==> src/rtl/bitonic_merge_sched.sv <==
// bitonic_merge_sched: round-robin, credit-gated issue into a fixed-latency merge network with tag tracking and an output FIFO
module bitonic_merge_sched #(
  parameter int N           = 16,
  parameter int LOG_N       = 4,
  parameter int INPUT_WIDTH = 4,
  parameter int NUM_REQ     = 4,
  parameter int LOG_REQ     = 2,
  parameter int FIFO_DEPTH  = 8,
  parameter int LOG_FIFO    = 3
) (
  input  logic                             clk,
  input  logic                             reset,
  input  logic [NUM_REQ-1:0]               req_valid,
  input  logic [NUM_REQ*N*INPUT_WIDTH-1:0] req_data,
  output logic [NUM_REQ-1:0]               req_ready,
  output logic [N*INPUT_WIDTH-1:0]         merge_in,
  input  logic [N*INPUT_WIDTH-1:0]         merge_out,
  output logic                             out_valid,
  output logic [N*INPUT_WIDTH-1:0]         out_data,
  output logic [LOG_REQ-1:0]               out_id,
  input  logic                             out_ready,
  output logic                             busy
);
  localparam int LAT = LOG_N + 1;
  localparam int W   = N * INPUT_WIDTH;
  localparam int IW  = $clog2(LAT + 1);
  localparam int CW  = LOG_FIFO + 2;
  logic [LOG_REQ-1:0] rr_ptr;
  logic [LOG_REQ-1:0] winner;
  logic               grant;
  logic               issue_ok;
  logic [LAT-1:0]     tag_v;
  logic [LOG_REQ-1:0] tag_id [LAT];
  logic [IW-1:0]      inflight;
  logic [LOG_FIFO:0]  fifo_count;
  logic [LOG_FIFO-1:0] rd_ptr;
  logic [LOG_FIFO-1:0] wr_ptr;
  logic [LOG_FIFO-1:0] rd_nxt;
  logic [W+LOG_REQ-1:0] mem [FIFO_DEPTH];
  logic               wr;
  logic               pop;
  // a pop in the same cycle deliberately earns no credit; in-flight plus stored results never exceed the FIFO
  assign issue_ok  = !reset && (CW'(inflight) + CW'(fifo_count) < CW'(FIFO_DEPTH));
  assign wr        = tag_v[LAT-1];
  assign out_valid = fifo_count != '0;
  assign pop       = out_valid && out_ready;
  assign rd_nxt    = rd_ptr + LOG_FIFO'(pop);
  assign busy      = inflight != '0 || fifo_count != '0;
  assign req_ready = grant ? NUM_REQ'(1) << winner : '0;
  assign merge_in  = grant ? req_data[winner*W +: W] : '0;
  // round-robin search starting just after the last winner
  always_comb begin
    grant  = 1'b0;
    winner = '0;
    for (int k = 1; k <= NUM_REQ; k++) begin
      if (!grant && issue_ok && req_valid[rr_ptr + LOG_REQ'(k)]) begin
        grant  = 1'b1;
        winner = rr_ptr + LOG_REQ'(k);
      end
    end
  end
  // tag pipeline mirrors the network latency; inflight counts tags not yet written to the FIFO
  always_ff @(posedge clk) begin
    if (reset) begin
      tag_v    <= '0;
      rr_ptr   <= LOG_REQ'(NUM_REQ - 1);
      inflight <= '0;
      for (int k = 0; k < LAT; k++) tag_id[k] <= '0;
    end else begin
      tag_v     <= {tag_v[LAT-2:0], grant};
      tag_id[0] <= winner;
      for (int k = 1; k < LAT; k++) tag_id[k] <= tag_id[k-1];
      if (grant) rr_ptr <= winner;
      inflight <= inflight + IW'(grant) - IW'(wr);
    end
  end
  // FIFO storage; contents need no reset because pointers and count gate every read
  always_ff @(posedge clk) begin
    if (wr) mem[wr_ptr] <= {merge_out, tag_id[LAT-1]};
  end
  // FIFO pointers and registered head; a write landing at the new head bypasses the storage
  always_ff @(posedge clk) begin
    if (reset) begin
      rd_ptr     <= '0;
      wr_ptr     <= '0;
      fifo_count <= '0;
      out_data   <= '0;
      out_id     <= '0;
    end else begin
      wr_ptr     <= wr_ptr + LOG_FIFO'(wr);
      rd_ptr     <= rd_nxt;
      fifo_count <= fifo_count + (LOG_FIFO+1)'(wr) - (LOG_FIFO+1)'(pop);
      {out_data, out_id} <= (wr && wr_ptr == rd_nxt) ? {merge_out, tag_id[LAT-1]} : mem[rd_nxt];
    end
  end
endmodule

==> config.mk <==
export PLATFORM = sky130hd
export DESIGN_NAME = bitonic_merge_sched
export DESIGN_NICKNAME = d
export VERILOG_FILES = /design/src/rtl/bitonic_merge_sched.sv
export SDC_FILE = /design/constraint.sdc
export NUM_CORES = 1
export LEC_CHECK = 0
export ABC_CLOCK_PERIOD_IN_PS = 9220
export CAP_MARGIN = 30
export CORE_UTILIZATION = 30
export DETAILED_ROUTE_END_ITERATION = 12
export SLEW_MARGIN = 20
export SYNTH_ARGS = -nofsm -noshare
export SYNTH_HDL_FRONTEND = slang
export SYNTH_SLANG_ARGS = --single-unit
==> constraint.sdc <==
create_clock -name clk -period 9.22 [get_ports clk]
set_input_delay 1.844 -clock clk [delete_from_list [all_inputs] [get_ports clk]]
set_output_delay 1.844 -clock clk [all_outputs]
set_load 0.05 [all_outputs]
# Word-level counts from Yosys, hierarchy flattened
# Memories as Yosys holds them, arrays and structs flattened. A register that Yosys moved wholly into a read port is not among the register bits.
# Cells that the tools add are included.
# word_totals
regBits	20
latchBits	0
ram_bits	538
mem_bits_ro	0
input_bits	327
wordCells	74
mem_count	2
# op_classes
n_addsub	10
n_mul	0
div_mod_pow	0
n_lt_le_gt_ge	5
n_eq_ne	0
n_shift	2
n_mux	28
bitwise	5
n_reduce_logical	16
# memory_table
memory	words	width	read_ports	rd_clocked_by_memory_dff	write_ports	line_no	rtl
mem	8	66	1	1	1	39	logic [W+LOG_REQ-1:0] mem [FIFO_DEPTH];
tag_id	5	2	5	0	5	33	logic [LOG_REQ-1:0] tag_id [LAT];
# ops
operator	count
indexed part select 256 x 9 -> 64 bit	1
two-way mux 64 bit	1
two-way mux 2 bit	9
two-way mux 1 bit	13
< comparator 2 x 3 -> 1 bit, second input constant	4
adder 3 x 1 -> 3 bit	3
logical AND 1 bit	9
binary-select mux 1 bit (select 2 bit)	4
adder 3 x 4 -> 5 bit	1
< comparator 5 x 4 -> 1 bit, second input constant	1
OR 1 bit	5
adder 2 bit, second input constant	2
adder 4 x 1 -> 4 bit	1
logical NOT 1 bit	4
two-way mux 4 bit	1
nonzero test 4 bit	1
<< shifter 1 x 2 -> 4 bit, first input constant	1
subtractor 4 x 1 -> 4 bit	1
nonzero test 3 bit	1
subtractor 3 x 1 -> 3 bit	1
adder 2 x 1 -> 2 bit, second input constant	1
logical OR 1 bit	1

# Depth between registers and ports, before layout
# depth
word_depth	19
ltp_mapped	14
mapped_depth_nobuf	11

# Least setup slack after synthesis
# No wires, ideal clock.
# synth_timing
path_kind	input to output
start	input req_valid[0]
end	output merge_in[34]
arrival_time_ns	3.905
slack_ns	3.471
path_stages	6
cell_sequence	or2_2 a311o_1 o311ai_4 buf_2 o221ai_1 a31oi_1
# synth_via
elab_chain_cells	18
elab_cells_between_ends	28
classes_between	shift: 1; mux: 17; reduce/logical: 10
# synth_rtl
item	line_no	rtl
start, declared	13	input logic [NUM_REQ-1:0] req_valid,
binary-select mux 1 bit (select 2 bit)	56	if (!grant && issue_ok && req_valid[rr_ptr + LOG_REQ'(k)]) begin
two-way mux 1 bit (implied by the code)	56	
logical AND 1 bit	56	
two-way mux 1 bit	56	
logical NOT 1 bit	56	
logical AND 1 bit (2 in series)	56	
two-way mux 1 bit	56	
logical NOT 1 bit	56	
logical AND 1 bit (2 in series)	56	
two-way mux 1 bit	56	
logical NOT 1 bit	56	
logical AND 1 bit (2 in series)	56	
two-way mux 2 bit	56	
indexed part select 256 x 9 -> 64 bit	50	assign merge_in = grant ? req_data[winner*W +: W] : '0;
two-way mux 64 bit (*)	50	
end, declared	16	output logic [N*INPUT_WIDTH-1:0] merge_in,
# Every way passes the cells marked *; elsewhere a longest branch is shown, timed or not. The select of a mux whose other input is x is not followed.

# Worst setup path after layout
# layout_timing
start	input req_valid[1]
end	output merge_in[1]
# Same word-level chain as after synthesis.

==> flow_summary_export.csv <==
group,metric,value,unit
clock_network,path_clk_slew,0.05,ns
run,cap_viol_max_count,0,
clock_network,htreeDepth,3,
routing,viasPerCell,5.02,
setup_path,crit_top_cell,"clkdlybuf4s50_1",
global_route,grt_usage,19.0,%
power_and_ir_drop,power_frac_clock,30.8,%
global_route,grt_max_degree,185,
setup_path,timing.rr.start,"fifo_count[2]$_SDFF_PP0_",
global_route,grt_overflow,0,
power_and_ir_drop,power,0.00885,W
placement,post-dp-hpwl,50300,µm
yosys,synth_seq_cells,624,
routing,drc,0,
setup_path,critPathRequiredTime,7.38,ns
power_and_ir_drop,swShare,34.9,%
global_route,grt_pass1_wl,121000,µm
power_and_ir_drop,sequentialPowerShare,37.0,%
floorplan,fp.dieH,292,µm
setup_path,worst_r2r_endpoint,"out_id[0]$_SDFF_PP0_",
hold_path,hold_path.startpoint,"tag_id[0][4]$_SDFF_PP0_",
placement,portBuffers,462,
routing,first_pass_iters,5,
clock_network,cts_sinks,624,
sta,max_slew.worst_pin.slew,1.03,ns
yosys,synthArstFlopShare,0,%
power_and_ir_drop,p_per_area,266,nW/µm²
sta,hold_viol_final,0,
clock_network,cts_setup_buffers,0,
setup_path,critPathMaxStageDelay,0.87,ns
yosys,netlist_area,25200,µm²
cells_and_area,syn2layout_area_growth,32.4,%
sta,tns,0,ns
sta,skew,0.0279,ns
power_and_ir_drop,comb_power_share,32.2,%
clock_network,clk_latency,0.61,ns
sta,rsz0062_at_grt,"false",
global_route,antenna_found_initial,26,
setup_path,cp_cell_sequence,"clkdlybuf4s50_1, nor2_1, nor3_1, or3_2, buf_4, nand2_1, a31oi_1, clkdlybuf4s50_1",
floorplan,core,82500,µm²
global_route,grt_pass1_vias,19323,
clock_network,root_buffer,"clkbuf_16",
sta,whs,0.438,ns
setup_path,criticalPathCategory,"input port to primary output",
clock_network,cts_made_buffers,70,
routing,routed_wl,82500,µm
sta,max_slew_margin,31.1,%
routing,drt_iter0_markers,1208,
sta,fmax,137,MHz
setup_path,ff2ff_setup_slack,4.93,ns
routing,route.vias.total,18610,
yosys,synth.distinct_cells,40,
setup_path,crit_path_end_kind,"primary output",
placement,place.gp.congestion,0.947,
cells_and_area,finish.net_count,2894,
sta,min_period_over_period,79.1,%
hold_path,whs_path_depth,1,
setup_path,r2r_cells,13,
power_and_ir_drop,switching_power,0.00309,W
yosys,avgSynthCellArea,11.8,µm²
sta,period_needed,7.29,ns
yosys,yosysSeqAreaShare,70.7,%
floorplan,die-width,292,µm
cells_and_area,fillers,7712,
yosys,syn_nets,2475,
hold_path,hold_path_end,"tag_id[0][6]$_SDFF_PP0_",
run_status,outcome,"complete, no violations",
setup_path,path_max_fanout,33,
floorplan,rows,105,
cells_and_area,layout-drive-gt1-share,6.25,%
yosys,synthCells,2133,
clock_network,cts_tree,"done",
yosys,synth_warnings,0,
floorplan,io_pins,463,
clock_network,hold_buffers,0,
floorplan,die_area,85000,µm²
hold_path,hold_class,"register to register",
yosys,synthFlopType,"edfxtp_1",
power_and_ir_drop,p_leak,11.4,nW
yosys,synth_edf_count,528,
clock_network,cts_max_path_buffers,3,
sta,slew_viol_final,0,
power_and_ir_drop,internal_power,0.00576,W
routing,routedWlPerCell,22.3,µm
clock_network,post_cts_resized,0,
setup_path,slowest_stage,"clkdlybuf4s50_1",
sta,finalSetupViolCount,0,
setup_path,startpoint_type,"input port",
setup_path,crit_arrival,5.44,ns
floorplan,start_util,30.5,%
routing,final_antenna_net_count,0,
power_and_ir_drop,vdd_drop_max,0.150,mV
## critical path, delay by kind of cell
| family | cells | cell delay, ns |
|---|---|---|
| buffers and inverters | 3 | 1.92 |
| AOI/OAI and AO/OA | 1 | 0.32 |
| and+or+nand+nor | 4 | 1.33 |
## cells in the mapped netlist (5+ instances only)
master	n	share of area (%)
inv_1	15	0.22
edfxtp_1	528	63
buf_4	5	0.15
nor3_1	7	0.14
nor2b_1	19	0.47
a31oi_1	66	1.6
ha_1	13	0.65
nor2_1	82	1.2
nand2_1	652	9.7
dfxtp_1	96	7.6
a21oi_1	264	5.3
a211oi_1	66	2.0
o221ai_1	64	2.2
buf_2	51	1.0
xnor2_1	7	0.24
nor4_1	66	1.6
nand2b_1	11	0.27
buf_1	11	0.16
clkbuf_1	84	1.3
## state kept, by name (all words and copies together) (netlist names)
signal	count
out_id	2
rr_ptr	2
inflight	3
tag_v	5
mem	528
fifo_count	4
tag_id	10
out_data	64
wr_ptr	3
rd_ptr	3
## layer usage
metal	vias up	global-route usage [%]	part of all wire [%]
met5	-	0	0.017
met4	2	11.5	4.9
met3	141	3.61	6.1
met2	699	33.6	52
met1	9138	21.3	37
li1	8630	-	-
## power by group through the flow
stage                     Clock (W)  Combinational (W)  Sequential [W]
after floorplan                   0            0.00141         0.00368
after global placement            0            0.00286         0.00333
after detailed placement          0            0.00287         0.00333
after CTS                   0.00279            0.00289         0.00328
after global routing        0.00291            0.00306         0.00328
final                       0.00272            0.00285         0.00327
## kinds of logic after synthesis
group,synth area share (%)
XOR/XNOR,0.378
flip-flops,70.7
multiplexers,0.169
adder cells (fa/ha/maj),0.806
AO/OA/AOI/OAI,11.5
AND/OR/NAND/NOR,13.7
buffers and inverters,2.81
## layout by cell type, fill, tap and decap left out, types with 2 or more instances in the layout
cell type / n
a21oi_1: 264
buf_4: 32
clkdlybuf4s50_1: 461
edfxtp_1: 528
nand2b_1: 9
nor3_1: 4
buf_12: 4
dfxtp_1: 96
nor2_1: 75
clkinv_8: 3
nor2b_1: 19
nand2b_4: 2
nor2_4: 7
clkbuf_1: 18
bufinv_16: 4
fa_1: 2
clkbuf_16: 71
o221ai_1: 64
clkinvlp_4: 4
inv_6: 3
nor4_1: 66
nor3_2: 3
clkinv_2: 9
ha_1: 13
a31oi_1: 65
clkinv_1: 7
xnor2_1: 7
diode_2: 25
a211oi_1: 66
clkbuf_8: 9
a211o_1: 2
mux2i_1: 2
inv_1: 14
nand2_1: 651
## worst max-delay path by stage
| stage | cells past startpoint | slack (ns) | startpoint | end |
|---|---|---|---|---|
| finish | 8 | 1.93 | req_valid[1] | merge_in[1] |
| global route | 8 | 1.73 | req_valid[1] | merge_in[1] |
| CTS | 8 | 1.97 | req_valid[1] | merge_in[1] |
| detailed placement | 8 | 1.99 | req_valid[0] | merge_in[1] |
| global placement | 8 | 2.01 | req_valid[1] | merge_in[1] |
| floorplan | 6 | 3.47 | req_valid[0] | merge_in[34] |
## final cells by class
type / instances / area [µm²] / share of cell area, %
clock inverters: 31 / 327 / 0.981
repair buffers: 498 / 4960 / 14.9
clock buffers: 98 / 1970 / 5.91
multi-input cells: 1343 / 6810 / 20.4
inverters: 15 / 56.3 / 0.169
flip-flops and latches: 624 / 17800 / 53.4
well taps: 1070 / 1340 / 4.02
diodes: 25 / 62.6 / 0.188
## metrics by stage
stage / std cells / setup slack (ns) / util (%) / cell area, µm²
2_1_floorplan: 2133 / 3.47 / - / 25200
3_3_place_gp: 3548 / 2.01 / 37.4 / 30900
3_5_place_dp: 3549 / 1.99 / 37.5 / 30900
4_1_cts: 3678 / 1.97 / 40.3 / 33200
5_1_grt: 3704 / 1.73 / 40.4 / 33300
6_report: 3704 / 1.93 / 40.4 / 33300
No activity file was read; power rests on OpenSTA's default activity.
